**config.mk**
```make
export PLATFORM = sky130hd
export DESIGN_NAME = mmio_input_port
export DESIGN_NICKNAME = d
export VERILOG_FILES = /design/src/rtl/mmio_pkg.sv /design/src/rtl/input_sync_filter.sv /design/src/rtl/mmio_input_port.sv
export SDC_FILE = /design/constraint.sdc
export NUM_CORES = 1
export LEC_CHECK = 0
export BUFFER_PORTS_ARGS = -buffer_cell sky130_fd_sc_hd__buf_2
export CELL_PAD_IN_SITES_DETAIL_PLACEMENT = 1
export CELL_PAD_IN_SITES_GLOBAL_PLACEMENT = 2
export CORE_MARGIN = 10
export CORE_UTILIZATION = 29
export DETAILED_ROUTE_END_ITERATION = 7
export GPL_ROUTABILITY_DRIVEN = 0
export PLACE_DENSITY = 0.78
export RECOVER_POWER = 50
export SKIP_CTS_REPAIR_TIMING = 1
export SLEW_MARGIN = 5
export SYNTH_ARGS = -nofsm -noshare
export SYNTH_HDL_FRONTEND = slang
export SYNTH_SLANG_ARGS = --single-unit
```
**constraint.sdc**
```tcl
create_clock -name clk -period 1.4 [get_ports clk]
set_clock_uncertainty 0.05 [all_clocks]
set_input_delay 0.14 -clock clk [delete_from_list [all_inputs] [get_ports clk]]
set_output_delay 0.14 -clock clk [all_outputs]
set_load 0.005 [all_outputs]
```
**src/rtl/mmio_pkg.sv**
```systemverilog
// Shared definitions for the memory-mapped input port: bus width, register
// offsets and address decode helpers.
package mmio_pkg;

  localparam int DATA_W    = 16;
  localparam int REG_COUNT = 4;

  localparam logic [1:0] OFF_PIN      = 2'd0;
  localparam logic [1:0] OFF_STATUS   = 2'd1;
  localparam logic [1:0] OFF_IE       = 2'd2;
  localparam logic [1:0] OFF_EDGE_SEL = 2'd3;

  // Widened to 17 bits so a base near 16'hFFFF cannot wrap into the window.
  function automatic logic addr_in_range(input logic [DATA_W-1:0] addr,
                                         input logic [DATA_W-1:0] base);
    logic [DATA_W:0] a;
    logic [DATA_W:0] b;
    a = {1'b0, addr};
    b = {1'b0, base};
    return (a >= b) && (a < b + (DATA_W+1)'(REG_COUNT));
  endfunction

  function automatic logic [1:0] addr_offset(input logic [DATA_W-1:0] addr,
                                             input logic [DATA_W-1:0] base);
    logic [DATA_W-1:0] diff;
    diff = addr - base;
    return diff[1:0];
  endfunction

endpackage

```
**src/rtl/input_sync_filter.sv**
```systemverilog
// One input pin: multi-flop synchroniser followed by a level register, with an
// optional debounce counter when MMIO_INPUT_DEBOUNCE_EN is defined.
module input_sync_filter #(
  parameter int SYNC_STAGES     = 2,
  parameter int DEBOUNCE_CYCLES = 4
) (
  input  logic clk,
  input  logic rst_n,
  input  logic pin_i,
  input  logic track_i,
  output logic level_o,
  output logic level_d_o
);

  logic [SYNC_STAGES-1:0] sync_q;
  logic                   synced;
  logic                   level_q, level_d;

  assign synced = sync_q[SYNC_STAGES-1];

  // NOTE: sequential state uses non-blocking assignments so every flop samples
  // the pre-edge value of its neighbour; blocking here would collapse the chain.
  always_ff @(posedge clk or negedge rst_n) begin
    if (!rst_n) begin
      sync_q  <= '0;
      level_q <= 1'b0;
    end else begin
      sync_q  <= {sync_q[SYNC_STAGES-2:0], pin_i};
      level_q <= level_d;
    end
  end

`ifdef MMIO_INPUT_DEBOUNCE_EN
  localparam int CW = $clog2(DEBOUNCE_CYCLES + 1);
  logic [CW-1:0] cnt_q, cnt_d;

  // While tracking (warm-up) the level follows the synchroniser directly.
  always_comb begin
    level_d = level_q;
    cnt_d   = '0;
    if (track_i) begin
      level_d = synced;
    end else if (synced != level_q) begin
      if (cnt_q == CW'(DEBOUNCE_CYCLES - 1)) level_d = synced;
      else                                    cnt_d   = cnt_q + CW'(1);
    end
  end

  always_ff @(posedge clk or negedge rst_n) begin
    if (!rst_n) cnt_q <= '0;
    else        cnt_q <= cnt_d;
  end
`else
  logic unused_track;
  assign unused_track = track_i;
  assign level_d      = synced;
`endif

  assign level_o   = level_q;
  assign level_d_o = level_d;

endmodule

```
**src/rtl/mmio_input_port.sv**
```systemverilog
// Memory-mapped input port: synchronised pins, edge-detect sticky STATUS, IE
// and EDGE_SEL registers, registered reads and irq. Debounce: MMIO_INPUT_DEBOUNCE_EN.
module mmio_input_port
  import mmio_pkg::*;
#(
  parameter logic [15:0] BASE_ADDR       = 16'h0002,
  parameter int          WIDTH           = 8,
  parameter int          SYNC_STAGES     = 2,
  parameter int          DEBOUNCE_CYCLES = 4
) (
  input  logic              clk,
  input  logic              rst_n,
  input  logic [15:0]       addr,
  input  logic              we,
  input  logic [15:0]       wdata,
  output logic [15:0]       rdata,
  output logic              hit,
  input  logic [WIDTH-1:0]  pins,
  output logic [WIDTH-1:0]  irq
);

  localparam int WARM_MAX = SYNC_STAGES + 1;
  localparam int WW       = $clog2(WARM_MAX + 1);

  logic [WW-1:0]     warm_q, warm_d;
  logic              warm_done;
  logic [WIDTH-1:0]  filt, filt_next;
  logic [WIDTH-1:0]  prev_q, prev_d;
  logic [WIDTH-1:0]  status_q, status_d;
  logic [WIDTH-1:0]  ie_q, ie_d;
  logic [WIDTH-1:0]  sel_q, sel_d;
  logic [WIDTH-1:0]  irq_q, irq_d;
  logic [WIDTH-1:0]  evt, w1c;
  logic [DATA_W-1:0] rdata_q, rdata_d;
  logic              hit_q, hit_d;
  logic              in_range, wr_en;
  logic [1:0]        off;
  logic              unused_wdata;

  assign unused_wdata = ^wdata;
  assign warm_done    = (warm_q == WW'(WARM_MAX));

  for (genvar g = 0; g < WIDTH; g++) begin : g_pin
    input_sync_filter #(
      .SYNC_STAGES    (SYNC_STAGES),
      .DEBOUNCE_CYCLES(DEBOUNCE_CYCLES)
    ) u_filter (
      .clk      (clk),
      .rst_n    (rst_n),
      .pin_i    (pins[g]),
      .track_i  (~warm_done),
      .level_o  (filt[g]),
      .level_d_o(filt_next[g])
    );
  end

  assign in_range = addr_in_range(addr, BASE_ADDR);
  assign off      = addr_offset(addr, BASE_ADDR);
  assign wr_en    = we & in_range;

  // NOTE: every variable gets a default before the branches, so no path leaves
  // a value unassigned and no latch is inferred.
  always_comb begin
    w1c     = '0;
    ie_d    = ie_q;
    sel_d   = sel_q;
    rdata_d = '0;
    if (wr_en) begin
      case (off)
        OFF_STATUS:   w1c   = wdata[WIDTH-1:0];
        OFF_IE:       ie_d  = wdata[WIDTH-1:0];
        OFF_EDGE_SEL: sel_d = wdata[WIDTH-1:0];
        default:      ;
      endcase
    end
    // Read mux sees pre-write register contents.
    if (in_range) begin
      case (off)
        OFF_PIN:    rdata_d[WIDTH-1:0] = filt;
        OFF_STATUS: rdata_d[WIDTH-1:0] = status_q;
        OFF_IE:     rdata_d[WIDTH-1:0] = ie_q;
        default:    rdata_d[WIDTH-1:0] = sel_q;
      endcase
    end
  end

  // During warm-up prev is preloaded with the level the filter is about to
  // take, so a pin held high through reset never looks like a fresh edge.
  assign evt      = warm_done ? ((filt & ~prev_q & ~sel_q) | (~filt & prev_q & sel_q)) : '0;
  assign prev_d   = warm_done ? filt : filt_next;
  assign warm_d   = warm_done ? warm_q : warm_q + WW'(1);
  assign status_d = (status_q & ~w1c) | evt;
  assign irq_d    = status_d & ie_d;
  assign hit_d    = in_range;

  // NOTE: no memories here, so every register is cleared by rst_n.
  always_ff @(posedge clk or negedge rst_n) begin
    if (!rst_n) begin
      warm_q   <= '0;
      prev_q   <= '0;
      status_q <= '0;
      ie_q     <= '0;
      sel_q    <= '0;
      irq_q    <= '0;
      rdata_q  <= '0;
      hit_q    <= 1'b0;
    end else begin
      warm_q   <= warm_d;
      prev_q   <= prev_d;
      status_q <= status_d;
      ie_q     <= ie_d;
      sel_q    <= sel_d;
      irq_q    <= irq_d;
      rdata_q  <= rdata_d;
      hit_q    <= hit_d;
    end
  end

  assign rdata = rdata_q;
  assign hit   = hit_q;
  assign irq   = irq_q;

endmodule
```
After elaboration in Yosys (flattened, before gate mapping)
Cells that the tools add are included.
W data, S select, Z words.
- bitwise operators: 13
- reduce and logical (&&, ||, !) cells: 3
- eq/ne operators: 4
- mux-type cells: 8
- magnitude comparators: 2
- add/subtract/negate cells: 2
- operator list (cell ; count):
    $mux W8 ; 7
    $and A8 B8 Y8 ; 6
    $not A8 Y8 ; 4
    $pmux W8 S3 ; 1
    $ge A16 B2 Y1 const B ; 1
    $lt A16 B3 Y1 const B ; 1
    $or A8 B8 Y8 ; 2
    $eq A2 B2 Y1 const B ; 3
    $add A2 B1 Y2 const B ; 1
    $eq A2 B1 Y1 const B ; 1
    $logic_not A2 Y1 ; 1
    $reduce_and A2 Y1 ; 1
    $sub A2 B2 Y2 const B ; 1
    $and A1 B1 Y1 ; 1
    $logic_and A1 B1 Y1 ; 1
- bits of input ports: 43
- output and inout port bits: 25
- word-level logic and storage cells: 56
- register bits: 75

Depth between registers and ports, before layout
Gate-level depths: netlist (run 1).
- depth after elaboration: 8
- depth in mapped cells: 6
- mapped depth without buffers: 4

Cells and area by module
Synthesis (run 1) repeated with hierarchy kept, for this count alone.
- cells, all modules: 233
- area total of the unflattened synthesis: 3046.7 µm²
- modules (own cells, without submodules) (module ; instances ; sequential area each (µm²) ; area an instance (µm²) ; cells an instance):
    mmio_input_port ; 1 ; 1276.2 ; 2446.1 ; 209
    input_sync_filter ; 8 ; 75.1 ; 75.1 ; 3

Worst setup path after synthesis (run 1)
No wires, ideal clock.
- path kind: input-to-reg
- start point: input addr[14]
- end point: register sel_q[0]
- arrival time: 1.484 ns
- buffers on the path: 2
- path slack: -0.259 ns
- data required time: 1.225 ns
- stages: 6
- library setup time: 0.125 ns
- path through: nor4_2 > and4_1 > buf_6 > and4_4 > buf_12 > mux2_4
- word-level cells in the longest chain between the ends: 4
- elaborated cells between the ends (all ways): 5
- classes of those cells: 2 x order compare; 1 x bitwise; 2 x reduce/logical
- RTL lines (element ; RTL line ; text):
    start, declared ; mmio_input_port.sv:13 ; input logic [15:0] addr,
    $ge A16 B2 Y1 or $lt A16 B3 Y1 (tied branches) ; mmio_pkg.sv:20 ; return (a >= b) && (a < b + (DATA_W+1)'(REG_COUNT));
    $logic_and A1 B1 Y1 (*) ; mmio_pkg.sv:20 ;
    $and A1 B1 Y1 (*) ; mmio_input_port.sv:59 ; assign wr_en = we & in_range;
    $reduce_and A2 Y1 (no line) (*) ; - ;
    end signal, assigned ; mmio_input_port.sv:112 ; sel_q <= sel_d;
    end, declared ; mmio_input_port.sv:31 ; logic [WIDTH-1:0] sel_q, sel_d;
Every way passes the cells marked *; elsewhere a longest branch is shown, timed or not.
A chain may end at the register's enable or synchronous reset.

Final worst setup path (run 1)
- start point: input addr[9]
- end point: register sel_q[6]
Same word-level chain as after synthesis.

==> results of run 1 <==
-- sequential cells by signal, indices dropped and copies added, names as in the netlist --
register,cells
warm_q,2
hit,1
status_q,8
g_pin.u_filter.sync_q,16
sel_q,8
rdata,8
ie_q,8
irq,8
prev_q,8
g_pin.u_filter.level_o,8
-- final cells by class --
class	count	area (sq um)
tap	136	170
timing repair buffer	86	566
multi-input combinational	139	1130
sequential	75	1880
clock inverter	3	40.0
fill	1113	6400
clock buffer	12	135
inverter	2	7.51
-- worst max-delay path by stage --
stage / from / to / slack (ns) / cells after the start
3_5_place_dp: addr[10] / irq[0] / -0.28 / 5
3_3_place_gp: addr[10] / irq[0] / -0.24 / 5
2_1_floorplan: addr[9] / sel_q[0] / -0.19 / 6
4_1_cts: addr[9] / sel_q[6] / 0.11 / 5
5_1_grt: addr[10] / irq[7] / 0.003 / 7
6_report: addr[9] / sel_q[6] / 0.09 / 5
-- metrics by stage --
step / utilization [%] / setup TNS, ns / total power, mW / std cells
2_1_floorplan: - / -1.49 / 2.39 / 232
3_3_place_gp: 35.3 / -5.25 / 2.55 / 427
3_5_place_dp: 35.3 / -6.61 / 2.56 / 427
4_1_cts: 37.0 / 0 / 4.16 / 442
5_1_grt: 38.0 / 0 / 4.32 / 453
6_report: 38.0 / 0 / 4.11 / 453
-- worst max-delay path, delay by kind of cell --
family | cells | cell delay (ns)
and+or+nand+nor | 3 | 0.92
buffers and inverters | 1 | 0.11
muxes | 1 | 0.32
-- where the power goes --
group / switching, mW / internal (mW) / leakage [nW]
combinational: 0.149 / 0.148 / 0.840
clock: 0.765 / 0.811 / 0.0902
sequential: 0.0244 / 2.21 / 0.922
-- cells in the mapped netlist (2+ instances only) --
| cell | instances |
|---|---|
| nor4_2 | 2 |
| and3b_1 | 8 |
| mux4_2 | 8 |
| clkbuf_1 | 5 |
| a22oi_1 | 8 |
| xnor2_1 | 2 |
| nor3b_1 | 8 |
| buf_4 | 8 |
| o21ai_0 | 24 |
| mux2_2 | 9 |
| dfrtp_1 | 75 |
| nor2b_1 | 11 |
| nand4_1 | 11 |
| mux2_4 | 8 |
| nand2_1 | 16 |
| nand3_1 | 8 |
-- placed cells by master (no fill, tap or decap) --
cell type	instances
a22oi_1	8
and3b_1	8
and4_1	1
and4_4	1
buf_12	2
buf_2	51
buf_4	20
bufinv_16	1
clkbuf_1	3
clkbuf_2	2
clkbuf_8	9
clkinv_1	1
clkinv_2	2
conb_1	8
dfrtp_1	75
dlygate4sd3_1	11
ha_1	1
inv_1	1
mux2_2	9
mux2_4	8
mux4_2	8
nand2_1	16
nand3_1	8
nand4_1	11
nor2_1	1
nor2b_1	11
nor3_1	1
nor3b_1	8
nor3b_2	1
nor4_4	2
nor4b_4	1
o21ai_0	16
o21ai_1	8
or3b_4	1
xnor2_1	2
-- layer usage --
metal  share of wire (%)  vias to the layer above  track usage (%)
met5                   0                        -                0
li1                    -                      979                -
met4                 1.6                        0             4.80
met1                  44                     1087             13.1
met3                 7.1                       10             4.01
met2                  47                       69             17.8
-- kinds of logic (layout without fill, tap and decap cells) --
| kind of cell | count (synthesis) | in the layout | synth area share [%] |
|---|---|---|---|
| xor+xnor | 2 | 2 | 0.569 |
| other cells | 1 | 8 | 0.122 |
| fa+ha+maj | 1 | 1 | 0.406 |
| buf+inv | 18 | 103 | 3.98 |
| flops | 75 | 75 | 60.9 |
| compound gates | 32 | 32 | 5.85 |
| simple gates | 71 | 71 | 15.1 |
| mux | 25 | 25 | 13.0 |
==> summary.md, run 1 <==
| Metric | Value |
|---|---|
| Top-area cell type share of the netlist area | `60.9%` |
| Main synth FF type | `dfrtp_1` |
| Die H | `123 um` |
| GRT Util Overall | `11.1%` |
| DRT Pass-1 Iters | `4` |
| Clock buffer depth | `2` |
| Post-detailed-route count of antenna-violating nets | `0` |
| R2r endpoint | `irq[7]` |
| H-tree levels | `3` |
| I/O pin total | `68` |
| Final hold vios | `0` |
| Max-cap violations | `0` |
| Via Count | `2145` |
| Final net count | `357` |
| Min-Delay Endpoint | `sel_q[5]` |
| Post-Synthesis Cells | `225` |
| Worst Slack Setup Final | `0.0859 ns` |
| Crit-path cells | `buf_2 > nor4_4 > and4_1 > and4_4 > mux2_4` |
| Required time of the critical path | `1.59 ns` |
| RSZ-0062 raised after global routing | `no` |
| Ranking of synthesized cells by area | `dfrtp_1 (61%), mux4_2 (5.8%), o21ai_0 (3.9%)` |
| Reg2Reg Setup Slack | `0.14 ns` |
| Slew @ Worst Pin | `0.780 ns` |
| Clk sinks | `75` |
| Reg clk slew, reported paths | `0.08 ns` |
| Share of cells above drive strength 1 | `37.2%` |
| Slowest CP cell | `and4_4` |
| Status | `completed` |
| Final number of setup-violating endpoints | `0` |
| Number of remaining DRC errors | `0` |
| Max IR drop VDD | `0.000387 V` |
| Crit start category | `primary input` |
| Placed Area | `0.00364 sq mm` |
| Leak | `1.85 nW` |
| Total Wirelength | `7840 um` |
| Synth area leader | `dfrtp_1` |
| Worst Hold Launch | `wdata[5]` |
| Grt ovf | `0` |
| DP HPWL | `5690 um` |
| Vias in the first global route | `2412` |
| Post-synth ARST share | `100%` |
| Final Max Tran Viols | `0` |
| Max Fclk | `0.761 GHz` |
| Die area | `0.0151 sq mm` |
| Final Cycle Share | `93.9%` |
| Synthesis-to-finish area growth | `27.3%` |
| Hold slack | `0.0166 ns` |
| Fin area | `0.00392 sq mm` |
| Hold depth | `2` |
| Clk root buf | `clkbuf_8` |
| Crit path kind | `in2reg` |
| Final min period | `1.31 ns` |
| Ant diodes | `0` |
| Post-synth EDFFs | `0` |
| Worst hold path type | `in2reg` |
| Crit path capture type | `flip-flop` |
| DR WL/cell | `17.3 um` |
| First-pass GRT wire length | `12800 um` |
| Place WS | `-0.278 ns` |
| Crit Reg-Reg Startpoint | `warm_q[0]` |
| Max_slew headroom | `48.0%` |
| Yosys Warn Count | `0` |
| R2R depth | `4` |
| Mapped Area | `0.00308 sq mm` |
| CP max FO | `8` |
| CTS buffer count | `9` |
| Starting DRT DRC Count | `132` |
| Flops & latches, synth | `75` |
| CTS tree | `built` |
| Die X-Extent | `123 um` |
| Post-DR vias/cell | `4.74` |
| Row cnt | `37` |
| Post-synthesis sequential area ratio | `60.9%` |
| Initial Util | `29.9%` |
| Worst Path Arrival | `1.50 ns` |
| Clk Latency, worst-skew pair | `0.35 ns` |
| Library cells used by synthesis | `30` |
| Initial antenna violation count | `0` |
| Largest net degree at the start of global routing | `31` |
| Max incr delay on CP | `0.36 ns` |
| Core ar. | `0.0103 sq mm` |
| Syn Area/Cell | `13.7 sq um` |
| IO Port Bufs | `51` |
| PD cells | `1050 mW/mm^2` |
(Power assumes the default switching activity.)
==> run 2, diff against run 1 <==
CORE_UTILIZATION = 33   (was 29)
PLACE_DENSITY = 0.86   (was 0.78)
==> summary.md, run 2 (same netlist as run 1, synthesis figures left out) <==
| Metric | Value |
|---|---|
| Min-Delay Endpoint | `sel_q[3]` |
| R2r endpoint | `prev_q[5]` |
| Total power | `4.65 mW (+13%)` |
| Final hold vios | `0 (unchanged)` |
| Share of cells above drive strength 1 | `38.2% (+0.99 points)` |
| Max_slew headroom | `43.7% (-4.3 points)` |
| Final number of setup-violating endpoints | `0 (unchanged)` |
| Die X-Extent | `117 um (-5.2%)` |
| Fillers | `967 (-13%)` |
| Clk root buf | `clkbuf_8` |
| Ant diodes | `0 (unchanged)` |
| Clock buffer depth | `2 (unchanged)` |
| GRT Util Overall | `12.2% (+1.2 points)` |
| Biggest register | `g_pin.u_filter.sync_q` |
| PD cells | `1180 mW/mm^2 (+13%)` |
| Worst Hold Launch | `wdata[3]` |
| CTS tree | `built` |
| Reg2Reg Setup Slack | `0.12 ns (-0.02 ns)` |
| First-pass GRT wire length | `12600 um (-1.8%)` |
| Largest net degree at the start of global routing | `33 (+6.5%)` |
| Post-DR vias/cell | `5.01 (+5.9%)` |
| I/O pin total | `68 (unchanged)` |
| Vias in the first global route | `2382 (-1.2%)` |
| Crit-path cells | `buf_2 > nor4_4 > and4_1 > and4_4 > mux2_4` |
| Crit Reg-Reg Startpoint | `warm_q[0]` |
| Final Cycle Share | `95.9% (+2.0 points)` |
| DR WL/cell | `18.9 um (+9.5%)` |
| Utilization after layout | `43.1% (+5.1 points)` |
| Grt ovf | `0 (unchanged)` |
| Via Count | `2131 (-0.65%)` |
| CTS buffer count | `9 (unchanged)` |
| Worst setup path startpoint | `addr[9]` |
| Worst hold path type | `in2reg` |
| Max Fclk | `0.745 GHz (-2.1%)` |
| Max incr delay on CP | `0.34 ns (-0.02 ns)` |
| Initial antenna violation count | `0 (unchanged)` |
| Final Max Tran Viols | `0 (unchanged)` |
| Number of remaining DRC errors | `0 (unchanged)` |
| Hold depth | `2 (unchanged)` |
| H-tree levels | `3 (unchanged)` |
| Die area | `0.0136 sq mm (-10%)` |
| Most frequent cells in the layout | `dfrtp_1 (75), buf_2 (50), buf_4 (19), nand2_1 (16), o21ai_0 (16)` |
| Required time of the critical path | `1.58 ns (about the same)` |
| Total Wirelength | `8050 um (+2.7%)` |
| Max IR drop VDD | `0.000387 V (+0.20%)` |
| CP max FO | `8 (unchanged)` |
| Synthesis-to-finish area growth | `27.9%` |
| IO Port Bufs | `51 (unchanged)` |
| Slowest CP cell | `nor4_4` |
| Core ar. | `0.00915 sq mm (-11%)` |
| DP HPWL | `5750 um (+1.1%)` |
| Number of buffers and inverters on the critical path | `1 (unchanged)` |
| Row cnt | `35 (-5.4%)` |
| Starting DRT DRC Count | `92 (-30%)` |
| Clk sinks | `75 (unchanged)` |
| Total negative slack | `0 ns (unchanged)` |
| Final min period | `1.34 ns (+0.0285 ns)` |
| Initial Util | `33.7% (+3.8 points)` |
| Reg clk slew, reported paths | `0.07 ns (about the same)` |
| Max reg flops | `16 (unchanged)` |
| Leak | `1.88 nW (+1.3%)` |
| Clk Latency, worst-skew pair | `0.36 ns (about the same)` |
| DRT Pass-1 Iters | `4 (unchanged)` |
| Crit start category | `primary input` |
| RSZ-0062 raised after global routing | `no` |
| Top Family by Delay on Critical Path | `simple AND/OR/NAND/NOR gates` |
| Status | `completed` |
| Slew @ Worst Pin | `0.845 ns (+0.0647 ns)` |
| R2R depth | `3 (-1)` |
| Crit path kind | `in2reg` |
| Max-cap violations | `0 (unchanged)` |
| Post-detailed-route count of antenna-violating nets | `0 (unchanged)` |
| Crit path capture type | `flip-flop` |
| Die H | `117 um (-5.2%)` |
| Most common cell after layout, fill and taps aside | `dfrtp_1` |
| Final net count | `353 (-1.1%)` |
| Worst Path Arrival | `1.52 ns (+0.02 ns)` |
run 2: worst max path at each step:
stage	to	cells after the start
CTS	irq[5]	5
finish	sel_q[4]	5
detailed placement	sel_q[2]	5
floorplan	sel_q[0]	6
global route	sel_q[4]	5
global placement	sel_q[3]	5
run 2: layout make-up:
cell class	instances	area, sq um	area share, %
Inverter	2	7.51	0.190
Sequential cell	75	1880	47.6
Clock inverter	4	95.1	2.41
Multi-Input combinational cell	139	1130	28.6
Tap cell	111	139	3.52
Clock buffer	12	165	4.19
Timing Repair Buffer	82	531	13.5
run 2: per-layer routing:
metal | GRT usage, % | vias up | routed length [um]
met3 | 3.65 | 8 | 520
met4 | 5.19 | 0 | 122
met2 | 19.8 | 61 | 3860
met5 | 0 | - | 0
li1 | - | 966 | -
met1 | 14.9 | 1096 | 3540
run 2: worst register-to-register path: stages, from the launching register on:
cell and delay (ns):
dfrtp_1 0.38, ha_1 0.21, buf_12 0.17, mux2_2 0.35
run 2: power by group:
| part | switching [mW] | total [mW] | internal (mW) | leakage [nW] |
|---|---|---|---|---|
| registers | 0.0241 | 2.24 | 2.21 | 0.922 |
| logic | 0.150 | 0.291 | 0.141 | 0.822 |
| clock network | 0.798 | 2.13 | 1.33 | 0.133 |
run 2: through the flow:
| stage | instance area (sq um) | hold WS (ns) | worst slack (ns) | instances |
|---|---|---|---|---|
| after global routing | 3940 | 0.00947 | 0.0108 | 425 |
| final | 3940 | 0.0228 | 0.0574 | 425 |
| after global placement | 3610 | 0.0685 | -0.275 | 400 |
| after floorplan | 3130 | -0.206 | -0.186 | 232 |
| after detailed placement | 3610 | 0.0766 | -0.306 | 400 |
| after CTS | 3870 | -0.312 | 0.0512 | 416 |
